**config.mk**
```make
export PLATFORM = sky130hd
export DESIGN_NAME = pkt_size_queues
export DESIGN_NICKNAME = d
export VERILOG_FILES = /design/src/rtl/pkt_size_queues.sv
export SDC_FILE = /design/constraint.sdc
export NUM_CORES = 1
export LEC_CHECK = 0
export ABC_AREA = 1
export BUFFER_PORTS_ARGS = -buffer_cell sky130_fd_sc_hd__buf_4
export CAP_MARGIN = 20
export CORE_UTILIZATION = 55
export DETAILED_ROUTE_END_ITERATION = 10
export HOLD_SLACK_MARGIN = 0.03
export PLACE_DENSITY = 0.86
export SETUP_SLACK_MARGIN = 0.3
export SLEW_MARGIN = 40
export SYNTH_ARGS = -nofsm -noshare
export SYNTH_HDL_FRONTEND = slang
export SYNTH_SLANG_ARGS = --single-unit
```
**constraint.sdc**
```tcl
create_clock -name clk_i -period 6.8 [get_ports clk_i]
set_clock_uncertainty 0.2 [all_clocks]
set_input_delay 0.68 -clock clk_i [delete_from_list [all_inputs] [get_ports clk_i]]
set_output_delay 0.68 -clock clk_i [all_outputs]
set_load 0.01 [all_outputs]
```
**src/rtl/pkt_size_queues.sv**
```systemverilog
// Bank of per-queue packet-size FIFOs feeding a deficit round-robin scheduler.
// Optional per-queue full-drop counters are built when PKT_QS_DROP_CNT_EN is defined.
module pkt_size_queues #(
  parameter int  PKT_QS_CNT = 4,
  parameter int  FIFO_DEPTH = 8,
  localparam int CNT_W      = $clog2(FIFO_DEPTH) + 1,
  localparam int QW         = (PKT_QS_CNT > 1) ? $clog2(PKT_QS_CNT) : 1
) (
  input  logic                             clk_i,
  input  logic                             rst_i,
  input  logic [QW-1:0]                    wr_q_i,
  input  logic [15:0]                      wr_size_i,
  input  logic                             wr_val_i,
  output logic                             wr_ready_o,
  input  logic [QW-1:0]                    read_i,
  input  logic                             read_val_i,
  output logic [PKT_QS_CNT-1:0][15:0]      size_o,
  output logic [PKT_QS_CNT-1:0]            size_val_o,
  output logic [PKT_QS_CNT-1:0][CNT_W-1:0] level_o,
  output logic [PKT_QS_CNT-1:0][15:0]      drop_cnt_o
);

  localparam int PW = $clog2(FIFO_DEPTH);

  logic [PW-1:0]    wr_ptr_q [PKT_QS_CNT];
  logic [PW-1:0]    wr_ptr_d [PKT_QS_CNT];
  logic [PW-1:0]    rd_ptr_q [PKT_QS_CNT];
  logic [PW-1:0]    rd_ptr_d [PKT_QS_CNT];
  logic [CNT_W-1:0] cnt_q    [PKT_QS_CNT];
  logic [CNT_W-1:0] cnt_d    [PKT_QS_CNT];
  logic [15:0]      mem_q    [PKT_QS_CNT][FIFO_DEPTH];

  logic                  wr_full;
  logic                  wr_fire;
  logic                  rd_fire;
  logic [PKT_QS_CNT-1:0] wr_hit;
  logic [PKT_QS_CNT-1:0] rd_hit;

  // Full is judged on the current occupancy only, so a same-cycle pop never rescues a write.
  assign wr_full    = (cnt_q[wr_q_i] == CNT_W'(FIFO_DEPTH));
  assign wr_ready_o = !wr_full;
  assign wr_fire    = wr_val_i && !wr_full && (wr_size_i != 16'd0);
  assign rd_fire    = read_val_i && (cnt_q[read_i] != '0);
  assign wr_hit     = wr_fire ? (PKT_QS_CNT'(1) << wr_q_i) : '0;
  assign rd_hit     = rd_fire ? (PKT_QS_CNT'(1) << read_i) : '0;

  // NOTE: every next-state variable gets its hold value first, so no path can infer a latch.
  always_comb begin
    for (int q = 0; q < PKT_QS_CNT; q++) begin
      wr_ptr_d[q] = wr_ptr_q[q];
      rd_ptr_d[q] = rd_ptr_q[q];
      cnt_d[q]    = cnt_q[q];
      if (wr_hit[q]) wr_ptr_d[q] = wr_ptr_q[q] + PW'(1);
      if (rd_hit[q]) rd_ptr_d[q] = rd_ptr_q[q] + PW'(1);
      case ({wr_hit[q], rd_hit[q]})
        2'b10:   cnt_d[q] = cnt_q[q] + CNT_W'(1);
        2'b01:   cnt_d[q] = cnt_q[q] - CNT_W'(1);
        default: cnt_d[q] = cnt_q[q];
      endcase
    end
  end

  // NOTE: state registers use non-blocking assignments so all queues update from the same pre-edge values.
  always_ff @(posedge clk_i or negedge rst_i) begin
    if (!rst_i) begin
      for (int q = 0; q < PKT_QS_CNT; q++) begin
        wr_ptr_q[q] <= '0;
        rd_ptr_q[q] <= '0;
        cnt_q[q]    <= '0;
      end
    end else begin
      for (int q = 0; q < PKT_QS_CNT; q++) begin
        wr_ptr_q[q] <= wr_ptr_d[q];
        rd_ptr_q[q] <= rd_ptr_d[q];
        cnt_q[q]    <= cnt_d[q];
      end
    end
  end

  // NOTE: the size storage has no reset; empty queues gate their head to 0, so stale contents never escape.
  always_ff @(posedge clk_i) begin
    if (wr_fire) mem_q[wr_q_i][wr_ptr_q[wr_q_i]] <= wr_size_i;
  end

  for (genvar q = 0; q < PKT_QS_CNT; q++) begin : g_out
    assign size_val_o[q] = (cnt_q[q] != '0);
    assign level_o[q]    = cnt_q[q];
    assign size_o[q]     = size_val_o[q] ? mem_q[q][rd_ptr_q[q]] : 16'd0;
  end

`ifdef PKT_QS_DROP_CNT_EN
  logic                       wr_drop_full;
  logic [PKT_QS_CNT-1:0][15:0] drop_cnt_q;

  // Zero-size writes are rejected silently; only full-queue drops are counted.
  assign wr_drop_full = wr_val_i && wr_full;

  always_ff @(posedge clk_i or negedge rst_i) begin
    if (!rst_i) begin
      drop_cnt_q <= '0;
    end else begin
      for (int q = 0; q < PKT_QS_CNT; q++) begin
        if (wr_drop_full && (wr_q_i == QW'(q)) && (drop_cnt_q[q] != 16'hFFFF))
          drop_cnt_q[q] <= drop_cnt_q[q] + 16'd1;
      end
    end
  end

  assign drop_cnt_o = drop_cnt_q;
`else
  assign drop_cnt_o = '0;
`endif

endmodule

```
### Word level (Yosys, flattened, before mapping)

Memory sizes are Yosys's and may differ from the RTL's.
Index checks and enable logic that the tools add are counted.

| word-level totals | value |
|---|---|
| memory bits (read-only) | 0 |
| RAM bits | 512 |
| register bits | 40 |
| memories kept | 1 |
| word-level logic and storage cells | 105 |
| bits in latches | 0 |

| operators by class | value |
|---|---|
| add/sub/neg operators | 16 |
| eq/ne operators | 9 |
| muxes and demuxes | 35 |
| shift operators | 2 |
| reduce and logical (&&, ||, !) cells | 15 |
| multiply operators | 0 |
| magnitude comparators | 8 |
| divide/modulo/power cells | 0 |
| bitwise gates (word level) | 7 |

Memories:

| memory | depth | width | read ports | clocked after Yosys merged registers in | wr ports | line | text |
|---|---|---|---|---|---|---|---|
| mem_q | 4 | 128 | 4 | 0 | 1 | 31 | `logic [15:0] mem_q [PKT_QS_CNT][FIFO_DEPTH];` |

Operators by type and width:

| cell | number |
|---|---|
| $mux 16 | 13 |
| $bmux 16 s3 | 4 |
| $mux 128 | 1 |
| $demux 16 s3 | 1 |
| $pmux 4 s2 | 4 |
| $add 3x1->3 const B | 8 |
| $mux 4 | 6 |
| $ge 4x4->1 const B | 5 |
| $not 3->4 | 5 |
| $reduce_bool 4->1 | 5 |
| $add 4x1->4 const B | 4 |
| $bmux 4 s2 | 2 |
| $reduce_bool 16->1 | 1 |
| $sub 4x1->4 const B | 4 |
| $eq 2x1->1 const B | 4 |
| $eq 2x2->1 const B | 4 |
| $reduce_bool 2->1 | 4 |
| $shl 1x2->4 const A | 2 |
| $bmux 3 s2 | 1 |
| $ge 3x3->1 const B | 2 |
| $mux 3 | 2 |
| $not 2->3 | 2 |
| $eq 4x4->1 const B | 1 |
| $logic_and 1x1->1 | 4 |
| other kinds (3) | 3 |

### Depth between registers and ports, before layout

Gate-level depths: netlist (run 1).

| depth | value |
|---|---|
| depth after elaboration | 11 |
| depth in mapped cells | 15 |
| gate-level depth less buffers | 15 |

### Least setup slack after synthesis (run 1)

No wires, ideal clock.

| timing path | value |
|---|---|
| kind | input-to-reg |
| start | in wr_q_i[0] |
| end | reg cnt_q (netlist bit level_o[11]) |
| arrival | 2,634 ps |
| slack | 3,835 ps |
| stages on the path | 15 |
| setup time | 131 ps |
| path through | buf_4 > inv_2 > nor2_2 > nand2_1 > nand2_1 > nor2_1 > nand2_4 > nand3_1 > ha_1 > ha_1 > a21oi_1 > nand2_1 > a21oi_1 > o21ai_0 > xor2_1 |

| on the way | value |
|---|---|
| cells in the longest elaborated chain, start to end | 11 |
| elaborated cells on any way between the ends | 14 |
| those cells by class | eq/ne (3); shift (1); mux (5); bitwise (1); reduce/logical (4) |

RTL lines:

| what | line | text |
|---|---|---|
| start: declaration | 11 | `input logic [QW-1:0] wr_q_i,` |
| $not 2->3 (implied by the code) | 40 | `assign wr_full = (cnt_q[wr_q_i] == CNT_W'(FIFO_DEPTH));` |
| $bmux 4 s2 | 40 |  |
| $mux 4 (implied by the code) (2 in series) | 40 |  |
| $eq 4x4->1 | 40 |  |
| $logic_not 1->1 | 42 | `assign wr_fire = wr_val_i && !wr_full && (wr_size_i != 16'd0);` |
| $logic_and 1x1->1 (2 in series) | 42 |  |
| $mux 4 (*) | 44 | `assign wr_hit = wr_fire ? (PKT_QS_CNT'(1) << wr_q_i) : '0;` |
| $eq 2x1->1 / $eq 2x2->1 (equally long branches) | 55 | `case ({wr_hit[q], rd_hit[q]})` |
| $pmux 4 s2 / $reduce_bool 2->1 (equally long branches) | n/a |  |
| end signal: indexed assignment | 75 | `cnt_q[q] <= cnt_d[q];` |
| end: declaration | 29 | `logic [CNT_W-1:0] cnt_q [PKT_QS_CNT];` |

Every way passes the cells marked *; elsewhere a longest branch is shown, timed or not. The select of a mux whose other input is x is not followed.
A chain may end at the register's enable or synchronous reset.

==> results of run 1 <==
## flip-flops by register name (all words and copies together) (netlist names)
name	count
mem_q	512
rd_ptr_q	12
level_o	16
wr_ptr_q	12
## cell type report
cell class	count	area [um2]	share of cell area [%]
flip-flops and latches	552	16400	62.9
repair buffers	155	1170	4.49
clock buffers	59	1340	5.13
inverters	49	188	0.720
clock inverters	30	238	0.913
multi-input cells	1190	6060	23.3
well taps	539	674	2.59
## synth_stat cells, drive strengths merged
cell type / instances / area, um2
edfxtp: 512 / 15400
nor2: 448 / 1710
o21ai: 332 / 1660
nand2: 112 / 438
buf: 103 / 691
mux2i: 64 / 641
o22ai: 64 / 400
clkbuf: 61 / 229
inv: 49 / 184
dfrtp: 40 / 1000
nand3: 26 / 228
nand4: 25 / 156
ha: 20 / 250
xor2: 16 / 140
a21oi: 11 / 55.1
fa: 4 / 80.1
xnor2: 4 / 35.0
conb: 1 / 3.75
## what timing repair did
| action | in CTS | in global routing |
|---|---|---|
| gates resized for setup | 0 | 0 |
| endpoints found under the hold margin | 40 | 0 |
| hold buffers | 1 | 0 |
| endpoints found under the setup margin | 0 | 0 |
## cell families (layout without fill, tap and decap cells)
group | count (synthesis) | count (layout) | synth area share (%)
buf+inv | 213 | 293 | 4.74
simple gates | 611 | 611 | 10.9
other cells | 1 | 64 | 0.0161
compound gates | 407 | 407 | 9.09
flops | 552 | 552 | 70.3
xor+xnor | 20 | 20 | 0.752
fa+ha+maj | 24 | 24 | 1.42
mux | 64 | 64 | 2.75
## metal layers
| layer | routed length [um] | global-route usage [%] | vias up | part of all wire, % |
|---|---|---|---|---|
| li1 | - | - | 6825 | - |
| met1 | 20700 | 33.5 | 7384 | 36 |
| met2 | 28300 | 44.6 | 1094 | 49 |
| met3 | 6620 | 5.36 | 188 | 11 |
| met4 | 2510 | 12.5 | 0 | 4.3 |
| met5 | 0 | 0 | - | 0 |
## critical path, delay by kind of cell, from the launching register on
family | cells | cell delay, ns
DFF | 1 | 0.36
AOI/OAI and AO/OA | 3 | 0.71
and+or+nand+nor | 1 | 0.14
buffers and inverters | 3 | 1.43
## power breakdown
group          switching, mW  internal [mW]  total (mW)
logic                   2.46           1.31        3.76
clock network           1.22           1.52        2.74
registers              0.214           3.91        4.13
## metrics by stage
| step | cells | cell area (um2) |
|---|---|---|
| after floorplan | 1955 | 23500 |
| after global placement | 2484 | 24400 |
| after detailed placement | 2484 | 24400 |
| after CTS | 2574 | 26000 |
| after global routing | 2574 | 26000 |
| final | 2574 | 26000 |
## worst max-delay path by stage
stage | slack [ns] | from | to
final | 2.64 | rd_ptr_q[6]$_DFFE_PN0P_ | size_o[23]
after global routing | 2.45 | rd_ptr_q[6]$_DFFE_PN0P_ | size_o[16]
after CTS | 2.63 | rd_ptr_q[3]$_DFFE_PN0P_ | size_o[46]
after detailed placement | 3.01 | level_o[12]$_DFFE_PN0P_ | level_o[3]$_DFFE_PN0P_
after global placement | 3.13 | level_o[12]$_DFFE_PN0P_ | level_o[3]$_DFFE_PN0P_
after floorplan | 3.83 | wr_q_i[0] | level_o[11]$_DFFE_PN0P_
==> results.md, run 1 <==
- Number of warnings reported in the yosys synthesis log: 0
- Die height: 208 um
- Top achievable clock speed: 241 MHz
- Endpoint with the worst hold slack: rd_ptr_q[10]$_DFFE_PN0P_
- End of the worst register-to-register path: level_o[3]$_DFFE_PN0P_
- Mean instance size in the synthesized netlist: 12.3 um2
- Cell repeated most along the worst path: sky130_fd_sc_hd__o21ai_0
- Setup repair after global routing missed its margin: false
- Setup TNS: 0 ns
- Total half-perimeter wirelength after legalization and detailed placement: 33800 um
- IR Drop Worst-Case VDD: 0.373 mV
- Static leakage power: 9.47 nW
- Root buf cell: sky130_fd_sc_hd__clkbuf_16
- Area enclosed by the die boundary: 43200 um2
- Number of rows in the core area: 75
- Kind of capture point of the worst setup path: output port
- Top-level port count: 173
- Antenna Violating Nets Remaining: 0
- Top library cells by usage in the layout, fill and taps aside: sky130_fd_sc_hd__edfxtp_1 (512), sky130_fd_sc_hd__nor2_1 (441), sky130_fd_sc_hd__o21ai_0 (332)
- Flop2flop setup slack: 2.95 ns
- Average routed wire per standard cell: 22.6 um
- Largest net degree at the start of global routing: 68
- TritonCTS Buffers: 52
- Worst Setup Start Kind: flip-flop
- Crit path DAT: 3.28 ns
- Register-to-Register Path Depth: 15
- Post-CTS setup buffer count: 0
- Overflow after GRT: 0
- Post-layout utilization of the core: 62.2%
- Final setup violating endpoints: 0
- Number of distinct library cell variants in the gate-level netlist after synthesis: 29
- Clock tree from TritonCTS: yes
- Post-synthesis instance area: 23300 um2
- Area Growth Syn to Fin: 11.9%
- Number of global-route vias before repair: 15.2k
- Wire length of the first global-routing pass: 86100 um
- Skew-Pair Late Insertion Delay: 0.60 ns
- H-tree depth: 2
- Worst-path maximum fanout: 67
- Relative slew slack: 40.1%
- Detailed-route DRC error count: 0
- Number of iterations in the first detailed-routing pass: 6
- Outcome: completed
- Worst r2r src: level_o[0]$_DFFE_PN0P_
- TritonCTS sink count: 552
- Final RePlAce weighted congestion: 0.878
- Flip-flop and latch count after synthesis: 552
- Buffers on Ports: 108
- Critical Path Slowest Stage Cell: sky130_fd_sc_hd__clkinv_2
- Routed via count: 15.5k
- Effective utilization at floorplan: 55.6%
- Worst setup timing slack at the placement stage: 3.01 ns
- Average vias per placed instance: 6.02
- Worst min-delay path startpoint: read_val_i
- Worst min-delay path category: input pin to flip-flop
- Power density over the cells: 408 nW/um2
- Slew at the pin closest to its max-slew limit: 0.897 ns
- Share of the yosys chip area belonging to registers: 70.3%
- Endpoints failing hold: 0
- Antenna cells: 0
- GRT Resource Usage Total: 26.6%
- Overall Power: 10.6 mW
- Die W: 208 um
- Hold Crit Depth: 3
- Cell count after synthesis: 1892
- Worst slack on hold paths: 0.238 ns
- Maximum count of clock buffers along a single path: 3
- Routed wire length: 58100 um
- Delay of the slowest cell on the worst path: 0.77 ns
- Clock period minus worst slack: 4.16 ns
- Drt initial violations: 1933
- Proportion of layout cells with a drive suffix above 1: 12.7%
- Core box area: 41900 um2
- Max Cap Violations: 0
- Count of final max-slew check failures: 0
- FILL cells: 2953
- Post-route clock period utilization: 61.1%
- Most common cell after layout, fill and taps aside: sky130_fd_sc_hd__edfxtp_1
- Cells along the critical path: buf_6, clkinv_2, o21ai_0, o21ai_0, o21ai_0, nor2_1, buf_4
- Critical path data required time: 5.92 ns
- Setup WS post-layout: 2.64 ns
- Start-to-end type of the worst setup path: flip-flop to output port
- Initial antenna violation count: 0
- Number of nets at the end of the flow: 2048
- Clk pin slew, worst setup/hold paths: 0.06 ns
Note: power is estimated with default switching activity, not from simulation.
==> run 2, diff against run 1 <==
ABC_AREA = 0   (was 1)
CORE_UTILIZATION = 54   (was 55)
PLACE_DENSITY = 0.88   (was 0.86)
clock period = 3.5 ns   (was 6.8 ns; I/O delays follow)
==> run 2 against run 1 <==
Via count down 26%. Largest cell class unchanged. Critical path depth is the same. Utilization increased by 1.4 points. Count of clock-buffer cells in the layout up 6.
==> results.md, run 2 <==
- Most common cell after layout, fill and taps aside: sky130_fd_sc_hd__edfxtp_1 (unchanged)
- Endpoint with the worst hold slack: wr_ptr_q[2]$_DFFE_PN0P_ (was rd_ptr_q[10]$_DFFE_PN0P_)
- Total half-perimeter wirelength after legalization and detailed placement: 28700 um (was 33800 um)
- IR Drop Worst-Case VDD: 0.560 mV (was 0.373 mV)
- Average routed wire per standard cell: 26.9 um (was 22.6 um)
- TritonCTS sink count: 552 (unchanged)
- TritonCTS Buffers: 51 (was 52)
- Cell internal power dissipation: 14.3 mW (was 6.74 mW)
- Relative slew slack: 49.4% (was 40.1%)
- Cell repeated most along the worst path: sky130_fd_sc_hd__buf_4 (was sky130_fd_sc_hd__o21ai_0)
- Part of the total power dissipated in sequential elements: 40.7% (was 38.8%)
- Cells along the critical path: or3_4, o2bb2ai_2, nor3b_4, buf_4, buf_4, inv_1, buf_4 (was buf_6, clkinv_2, o21ai_0, o21ai_0, o21ai_0, nor2_1, buf_4)
- Critical Path Slowest Stage Cell: sky130_fd_sc_hd__dfrtp_2 (was sky130_fd_sc_hd__clkinv_2)
- Number of iterations in the first detailed-routing pass: 5 (was 6)
- Slew at the pin closest to its max-slew limit: 0.757 ns (was 0.897 ns)
- Effective utilization at floorplan: 54.8% (was 55.6%)
- Flop2flop setup slack: 0.33 ns (was 2.95 ns)
- Final RePlAce weighted congestion: 0.825 (was 0.878)
- Share of the synthesized area in the top cell type: 68.7% (was 66.0%)
- Top library cells by usage in the layout, fill and taps aside: sky130_fd_sc_hd__edfxtp_1 (512), sky130_fd_sc_hd__buf_4 (188), sky130_fd_sc_hd__mux4_2 (132) (was sky130_fd_sc_hd__edfxtp_1 (512), sky130_fd_sc_hd__nor2_1 (441), sky130_fd_sc_hd__o21ai_0 (332))
- Net Switching: 6.33 mW (was 3.89 mW)
- Skew-Pair Late Insertion Delay: 0.57 ns (was 0.60 ns)
- Root buf cell: sky130_fd_sc_hd__clkbuf_16 (unchanged)
- Share of the yosys chip area belonging to registers: 73.1% (was 70.3%)
- Average vias per placed instance: 6.07 (was 6.02)
- Worst min-delay path category: input pin to flip-flop (unchanged)
- Crit path DAT: 2.65 ns (was 3.28 ns)
- Detailed-route DRC error count: 0 (unchanged)
- Clock tree from TritonCTS: yes (unchanged)
- Count of final max-slew check failures: 0 (unchanged)
- Top-level port count: 173 (unchanged)
- Worst-path maximum fanout: 16 (was 67)
- Core box area: 40800 um2 (was 41900 um2)
- Routed wire length: 51100 um (was 58100 um)
- Post-layout utilization of the core: 63.6% (was 62.2%)
- Total placed instance area: 24100 um2 (was 24400 um2)
- End of the worst register-to-register path: level_o[7]$_DFFE_PN0P_ (was level_o[3]$_DFFE_PN0P_)
- Hold Crit Depth: 4 (was 3)
- Mean instance size in the synthesized netlist: 19.9 um2 (was 12.3 um2)
- Endpoints failing hold: 0 (unchanged)
- Static leakage power: 9.07 nW (was 9.47 nW)
- Top post-synthesis cells by count: sky130_fd_sc_hd__edfxtp_1 (512), sky130_fd_sc_hd__mux4_2 (132), sky130_fd_sc_hd__nor2_1 (100) (was sky130_fd_sc_hd__edfxtp_1 (512), sky130_fd_sc_hd__nor2_1 (444), sky130_fd_sc_hd__o21ai_0 (332))
- Number of nets at the end of the flow: 1374 (was 2048)
- Number of distinct library cell variants in the gate-level netlist after synthesis: 44 (was 29)
- Final setup violating endpoints: 0 (unchanged)
- Routed via count: 11.5k (was 15.5k)
- Area Growth Syn to Fin: 16.0% (was 11.9%)
- Overflow after GRT: 0 (unchanged)
- Cell count after synthesis: 1123 (was 1892)
- Clk pin slew, worst setup/hold paths: 0.06 ns (about the same)
- Max Cap Violations: 0 (unchanged)
- Setup repair after global routing missed its margin: true (was false)
- Critical path data required time: 2.95 ns (was 5.92 ns)
- Final instance area: 26000 um2 (about the same)
- Top achievable clock speed: 313 MHz
- Post-synth ARST share: 7.25% (unchanged)
- EDFF count, synth: 512 (unchanged)
- Primary flip-flop cell chosen by synthesis mapping: sky130_fd_sc_hd__edfxtp_1 (unchanged)
- Switching part of the total power: 30.7% (was 36.6%)
- Overall Power: 20.6 mW (was 10.6 mW)
- Post-route clock period utilization: 91.4%
- Worst Setup Start Kind: flip-flop (unchanged)
- Drt initial violations: 1413 (was 1933)
- Initial antenna violation count: 2 (was 0)
- Antenna Violating Nets Remaining: 0 (unchanged)
- Buffers on Ports: 108 (unchanged)
- Area enclosed by the die boundary: 42300 um2 (was 43200 um2)
- Delay of the slowest cell on the worst path: 0.45 ns (was 0.77 ns)
- Clock period minus worst slack: 3.20 ns
- Synth area leaders: sky130_fd_sc_hd__edfxtp_1 (69%), sky130_fd_sc_hd__mux4_2 (13%), sky130_fd_sc_hd__dfrtp_1 (4.5%), sky130_fd_sc_hd__mux2i_1 (3.0%), sky130_fd_sc_hd__buf_4 (2.1%) (was sky130_fd_sc_hd__edfxtp_1 (66%), sky130_fd_sc_hd__nor2_1 (7.2%), sky130_fd_sc_hd__o21ai_0 (7.1%), sky130_fd_sc_hd__dfrtp_1 (4.3%), sky130_fd_sc_hd__mux2i_1 (2.8%))
- Die height: 206 um (was 208 um)
- Part of the power in the clock network: 26.5% (was 25.7%)
- Die W: 206 um (was 208 um)
- Outcome: completed (unchanged)
- Start-to-end type of the worst setup path: flip-flop to output port (unchanged)
- Largest net degree at the start of global routing: 41 (was 68)
- Number of rows in the core area: 74 (was 75)
- Kind of capture point of the worst setup path: output port (unchanged)
- GRT Resource Usage Total: 24.6% (was 26.6%)
- Flip-flop and latch count after synthesis: 552 (unchanged)
- Worst slack on hold paths: 0.0761 ns (was 0.238 ns)
- Proportion of layout cells with a drive suffix above 1: 31.9% (was 12.7%)
- Number of warnings reported in the yosys synthesis log: 0 (unchanged)
- Number of global-route vias before repair: 11.8k (was 15.2k)
- Flip-flop count of the largest register, all copies and words added: 512 (unchanged)
- Wire length of the first global-routing pass: 74800 um (was 86100 um)
- Yosys top cell by area: sky130_fd_sc_hd__edfxtp_1 (unchanged)
- Setup TNS: 0 ns (unchanged)
- Register-to-Register Path Depth: 11 (was 15)
- Worst min-delay path startpoint: wr_q_i[0] (was read_val_i)
- Post-synthesis instance area: 22400 um2 (was 23300 um2)
- Worst r2r src: level_o[1]$_DFFE_PN0P_ (was level_o[0]$_DFFE_PN0P_)
- Combinational group share of total power: 32.9% (was 35.4%)
- Top-count cell post-synth: sky130_fd_sc_hd__edfxtp_1 (unchanged)
- Power density over the cells: 793 nW/um2 (was 408 nW/um2)
- Antenna cells: 0 (unchanged)
- H-tree depth: 2 (unchanged)
- Maximum count of clock buffers along a single path: 3 (unchanged)
-- run 2: cell count changes after synthesis, sizes merged, moves of 14 or more --
cell | before | now
nor2 | 448 | 100
o21ai | 332 | 4
nand3 | 26 | 1
nand2 | 112 | 15
inv | 49 | 19
nand4 | 25 | 0
clkbuf | 61 | 26
mux4 | 0 | 132
o22ai | 64 | 1
buf | 103 | 89
-- run 2: power by group through the flow --
stage / clock, mW / combinational (mW) / sequential, mW
final: 5.45 / 6.77 / 8.37
after detailed placement: 0 / 6.43 / 8.51
after global routing: 5.73 / 7.25 / 8.43
after floorplan: 0 / 4.23 / 8.10
after global placement: 0 / 6.28 / 8.46
after CTS: 5.50 / 6.58 / 8.39
-- run 2: kinds of logic (layout without fill, tap and decap cells) --
family	after synthesis	count (layout)	synth area share [%]
adder cells (fa/ha/maj)	24	24	1.48
buffers and inverters	134	314	3.48
multiplexers	208	208	16.7
AND/OR/NAND/NOR	157	157	3.39
AO/OA/AOI/OAI	15	15	0.503
other	1	64	0.0168
flip-flops	552	552	73.1
XOR/XNOR	32	32	1.25
-- run 2: metrics by stage --
stage	instances	setup WS, ns
floorplan	1186	-0.142
detailed placement	1782	0.0301
finish	1898	0.300
global placement	1780	0.102
CTS	1883	0.354
global route	1898	0.224
-- run 2: worst max-delay path by stage --
| stage | startpoint | endpoint | slack, ns | depth (start not counted) |
|---|---|---|---|---|
| 2_1_floorplan | level_o[15]$_DFFE_PN0P_ | mem_q[3][64]$_DFFE_PP_ | -0.14 | 5 |
| 3_3_place_gp | wr_size_i[10] | level_o[7]$_DFFE_PN0P_ | 0.10 | 11 |
| 3_5_place_dp | wr_size_i[10] | level_o[7]$_DFFE_PN0P_ | 0.03 | 11 |
| 4_1_cts | level_o[15]$_DFFE_PN0P_ | level_o[7]$_DFFE_PN0P_ | 0.35 | 10 |
| 5_1_grt | level_o[1]$_DFFE_PN0P_ | level_o[7]$_DFFE_PN0P_ | 0.22 | 11 |
| 6_report | level_o[1]$_DFFE_PN0P_ | wr_ready_o | 0.30 | 7 |
-- run 2: area by class of cell --
cell class | instances | area, um2
clock buffers | 65 | 1370
clock inverters | 28 | 254
fillers | 2567 | 14900
inverters | 19 | 71.3
multi-input cells | 500 | 5600
flip-flops and latches | 552 | 16400
well taps | 532 | 666
repair buffers | 202 | 1610
-- run 2: what timing repair did --
| item | in CTS | in global routing |
|---|---|---|
| endpoints found under the hold margin | 49 | 0 |
| pin swaps | 0 | 7 |
| resized for setup | 2 | 15 |
| setup buffers | 0 | 15 |
| setup endpoints to repair | 11 | 10 |
| hold buffers | 8 | 0 |
| gates cloned | 0 | 0 |
-- run 2: metal layers --
metal | wire length (um) | vias up | track usage, %
met4 | 2140 | 2 | 11.1
met2 | 25700 | 717 | 40.2
met3 | 4260 | 126 | 4.32
met1 | 19000 | 5958 | 32.6
met5 | 13 | - | 0
li1 | - | 4723 | -
-- run 2: critical path: cells and delay by family (launching register included) --
family                 cells  cell delay [ns]
AO/OA/AOI/OAI              1             0.17
buffers and inverters      4             0.70
flip-flops                 1             0.45
AND/OR/NAND/NOR            2             0.76
